`src/rtl/fu_sequencer.sv`:
```
// fu_sequencer: multi-pass controller for the function unit and register file.
// Optional FU_ZERO_EXIT_EN: leave a repeat sequence early once the unit reports zero.
module fu_sequencer #(
  parameter int N    = 4,
  parameter int RA_W = 3,
  parameter int IW   = 5 + 3*RA_W + 2
) (
  input  logic            clk,
  input  logic            rst_n,
  input  logic            instr_valid,
  output logic            instr_ready,
  input  logic [IW-1:0]   instr,
  output logic [4:0]      fs,
  output logic [RA_W-1:0] aa,
  output logic [RA_W-1:0] ba,
  output logic [RA_W-1:0] da,
  output logic            rf_we,
  input  logic [3:0]      flags_in,
  output logic [3:0]      flags_q,
  output logic            busy,
  output logic            done
);

  if (N < 1 || IW != 5 + 3*RA_W + 2) begin : g_bad_params
    $error("fu_sequencer: instruction width must equal 5 + 3*RA_W + 2");
  end

  typedef enum logic [1:0] {
    IDLE = 2'd0,
    EXEC = 2'd1,
    DONE = 2'd2
  } state_e;

  localparam int FsLsb = IW - 5;
  localparam int DaLsb = 2 + 2*RA_W;
  localparam int AaLsb = 2 + RA_W;
  localparam int BaLsb = 2;

  state_e     state_q;
  logic [1:0] cnt_q;
  logic       lastPass;

  // The zero-exit only shortens the sequence; the current pass still writes.
`ifdef FU_ZERO_EXIT_EN
  assign lastPass = (cnt_q == 2'd0) || flags_in[1];
`else
  assign lastPass = (cnt_q == 2'd0);
`endif

  // fs/aa/ba/da double as the instruction register; in IDLE and DONE they keep
  // their last values, so rf_we alone qualifies a register-file write.
  always_ff @(posedge clk or negedge rst_n) begin
    if (!rst_n) begin
      state_q     <= IDLE;
      cnt_q       <= 2'd0;
      fs          <= 5'd0;
      aa          <= '0;
      ba          <= '0;
      da          <= '0;
      rf_we       <= 1'b0;
      flags_q     <= 4'd0;
      busy        <= 1'b0;
      done        <= 1'b0;
      instr_ready <= 1'b1;
    end else begin
      case (state_q)
        IDLE: begin
          if (instr_valid && instr_ready) begin
            fs          <= instr[FsLsb +: 5];
            da          <= instr[DaLsb +: RA_W];
            aa          <= instr[AaLsb +: RA_W];
            ba          <= instr[BaLsb +: RA_W];
            cnt_q       <= instr[1:0];
            rf_we       <= 1'b1;
            busy        <= 1'b1;
            instr_ready <= 1'b0;
            state_q     <= EXEC;
          end
        end
        EXEC: begin
          flags_q <= flags_in;
          if (lastPass) begin
            rf_we   <= 1'b0;
            done    <= 1'b1;
            state_q <= DONE;
          end else begin
            // Later passes operate on the value just written to DA.
            cnt_q <= cnt_q - 2'd1;
            aa    <= da;
            ba    <= da;
          end
        end
        DONE: begin
          done        <= 1'b0;
          busy        <= 1'b0;
          instr_ready <= 1'b1;
          state_q     <= IDLE;
        end
        default: begin
          rf_we       <= 1'b0;
          done        <= 1'b0;
          busy        <= 1'b0;
          instr_ready <= 1'b1;
          state_q     <= IDLE;
        end
      endcase
    end
  end

endmodule
```
`config.mk`:
```
export PLATFORM = sky130hd
export DESIGN_NAME = fu_sequencer
export DESIGN_NICKNAME = d
export VERILOG_FILES = /design/src/rtl/fu_sequencer.sv
export SDC_FILE = /design/constraint.sdc
export NUM_CORES = 1
export LEC_CHECK = 0
export ABC_AREA = 1
export BUFFER_PORTS_ARGS = -buffer_cell sky130_fd_sc_hd__buf_4
export CORE_ASPECT_RATIO = 0.75
export CORE_MARGIN = 2
export CORE_UTILIZATION = 47
export DETAILED_ROUTE_END_ITERATION = 8
export MAX_ROUTING_LAYER = met4
export PLACE_DENSITY = 0.78
export SLEW_MARGIN = 20
export SYNTH_ARGS = -nofsm -noshare
export SYNTH_HDL_FRONTEND = slang
export SYNTH_SLANG_ARGS = --single-unit
```
`constraint.sdc`:
```
create_clock -name clk -period 1.5 [get_ports clk]
set_input_delay 0.075 -clock clk [delete_from_list [all_inputs] [get_ports clk]]
set_output_delay 0.075 -clock clk [all_outputs]
set_load 0.01 [all_outputs]
```
==> impl_metrics.toml <==
[clock_network]
cts_resized = 0
cts_buffer_depth = 2
root_buffer = "clkbuf_4"
htree_levels = 1
cts_made_buffers = 3
cts_sinks = 26
cts_tree = "done"
clk_pin_slew_ns = 0.13
clock_latency_ns = 0.32

[worst_setup_path]
cp_max_fo = 9
end_kind = "flip-flop"
rr_startpoint = "cnt_q[0]"
crit_arrival_ns = 1.61
worst_ep_required_time_ns = 1.77
crit_start = "cnt_q[0]"
critical_path_class = "flip-flop to flip-flop"
startpoint_type = "flip-flop"

[floorplanning]
io-pin-count = 45
coreArea_um2 = 2290
initial_core_util = 0.493
fp.dieW_um = 60.6
die-area_um2 = 2810
die_h_um = 46.4
num_rows = 15

[route]
avgRoutedWirePerCell_um = 11.8
dr.first_iter.drc_count = 59
wl_um = 2720
drtPass1Iterations = 4
drtAntennaViolNets = 0
drc_errors = 0
vias = 1083
vias_per_cell = 4.71

[global_route]
grt_overflow = 0
grt_max_degree = 27
grt_pass1_vias = 1060
grt_first_pass_wirelength_um = 4440
antenna_found_initial = 0
grt_use_total = 0.221

[hold_path]
worstHoldStart = "instr[5]"
holdCritPathClass = "primary input to flip-flop"

[place]
place_congestion = 0.835
place_hpwl_um = 1860
pre_cts_slack_ns = 0.175
postPlaceCellArea_um2 = 1500
portBuffers = 44

[timing]
fin_crit_ns = 1.35
skew_ns = 0.00643
slew_violations = 0
tightest_slew_ns = 0.332
setup_viol = 0
slew_headroom = 0.778
hold_violations = 0
layout_setup_ws_ns = 0.154
tns_ns = 0
rsz0062_at_grt = "no"
fmax_mhz = 743
fin_hold_ws_ns = 0.0308
fin_crit_sh = 0.897

[synth]
avgSynthCellArea_um2 = 8.30
netlist_instances = 136
ys_seq_area_frac = 0.578
synth_fp_nets = 160
ys_seq_elements = 26
netlist_area_um2 = 1130
synth.yosys.warnings = 0
synth_cell_types = 16

[layout]
antenna_cells = 0
drive_above_1_share = 0.291
fin_nets = 221
fin_util = 0.736
final_cell_area_um2 = 1680
area_delta_synth_final_pct = 49.2

[pwr]
vdd_drop_max_mv = 1.09
p_leak_nw = 0.953
power_density_nw_per_um2 = 1970

[run]
maxCapViolations = 0

[outcome]
status = "finished, final reports clean"
-- synth_stat cells (all sizes together) --
library cell,number,area share
a21oi,1,0.0044
buf,5,0.027
dfrtp,25,0.55
dfstp,1,0.023
ha,1,0.011
inv,8,0.027
nand2,70,0.24
nand3,18,0.084
nor2,5,0.017
o21a,1,0.0067
o21ai,1,0.0044
-- logic make-up after synthesis --
family / count (synthesis) / share of synthesized area
buf+inv: 13 / 0.0532
fa+ha+maj: 1 / 0.0111
simple gates: 93 / 0.343
flops: 26 / 0.578
compound gates: 3 / 0.0155
-- layout by cell type, fill, tap and decap left out, types with 3 or more instances in the layout --
cell           count
clkbuf_4           3
inv_1              7
nand3_1           17
buf_4             48
dfrtp_1           25
nand2_1           68
dlygate4sd3_1     13
nor2_1             5
-- path summary, 6_finish.rpt --
check                              end  slack (ns)  depth (start not counted)
max reg2reg                   cnt_q[1]        0.15                          7
min                              aa[0]        0.03                          5
min reg2reg                 flags_q[0]        0.49                          2
max                           cnt_q[1]        0.15                          7
max in group asynchronous  instr_ready        1.03                          2
min in group asynchronous         busy        0.18                          2
-- per-stage QoR --
stage | cells | power [mW]
2_1_floorplan | 136 | 2.13
3_3_place_gp | 213 | 2.78
3_5_place_dp | 213 | 2.83
4_1_cts | 230 | 3.34
5_1_grt | 230 | 3.60
6_report | 230 | 3.31
-- critical path: stages, from the launching register on --
cell and delay (ns):
dfrtp_1 0.38, inv_1 0.06, ha_1 0.22, inv_1 0.09, nand3_2 0.22, nand2_4 0.20, nand2_1 0.06, nand2_1 0.06
-- power breakdown --
group	total, mW	switching (mW)	internal, mW
Clock	0.478	0.208	0.270
Combinational	1.57	0.844	0.730
Sequential	1.26	0.216	1.04
-- area by class of cell --
type,count,area [um2]
multi-input cells,97,417
inverters,8,30.0
flip-flops and latches,26,652
repair buffers,61,490
fillers,170,606
clock buffers,3,22.5
clock inverters,1,30.0
well taps,34,42.5
-- sequential cells by signal, indices dropped and copies added, names as in the netlist --
name / cells
da: 3
instr_ready: 1
done: 1
busy: 1
flags_q: 4
ba: 3
cnt_q: 2
state_q: 2
fs: 5
rf_we: 1
aa: 3
-- metal layers --
metal	global-route usage	wire length (um)
met1	0.280	1230
met2	0.359	1330
met3	0.0506	153
met4	0.0609	10
met5	-	0
-- timing repair --
action | CTS | global route
hold endpoints to repair | 38 | 0
hold buffers | 13 | 0
buffers inserted | 0 | 0
Note: power is estimated with default switching activity, not from simulation.
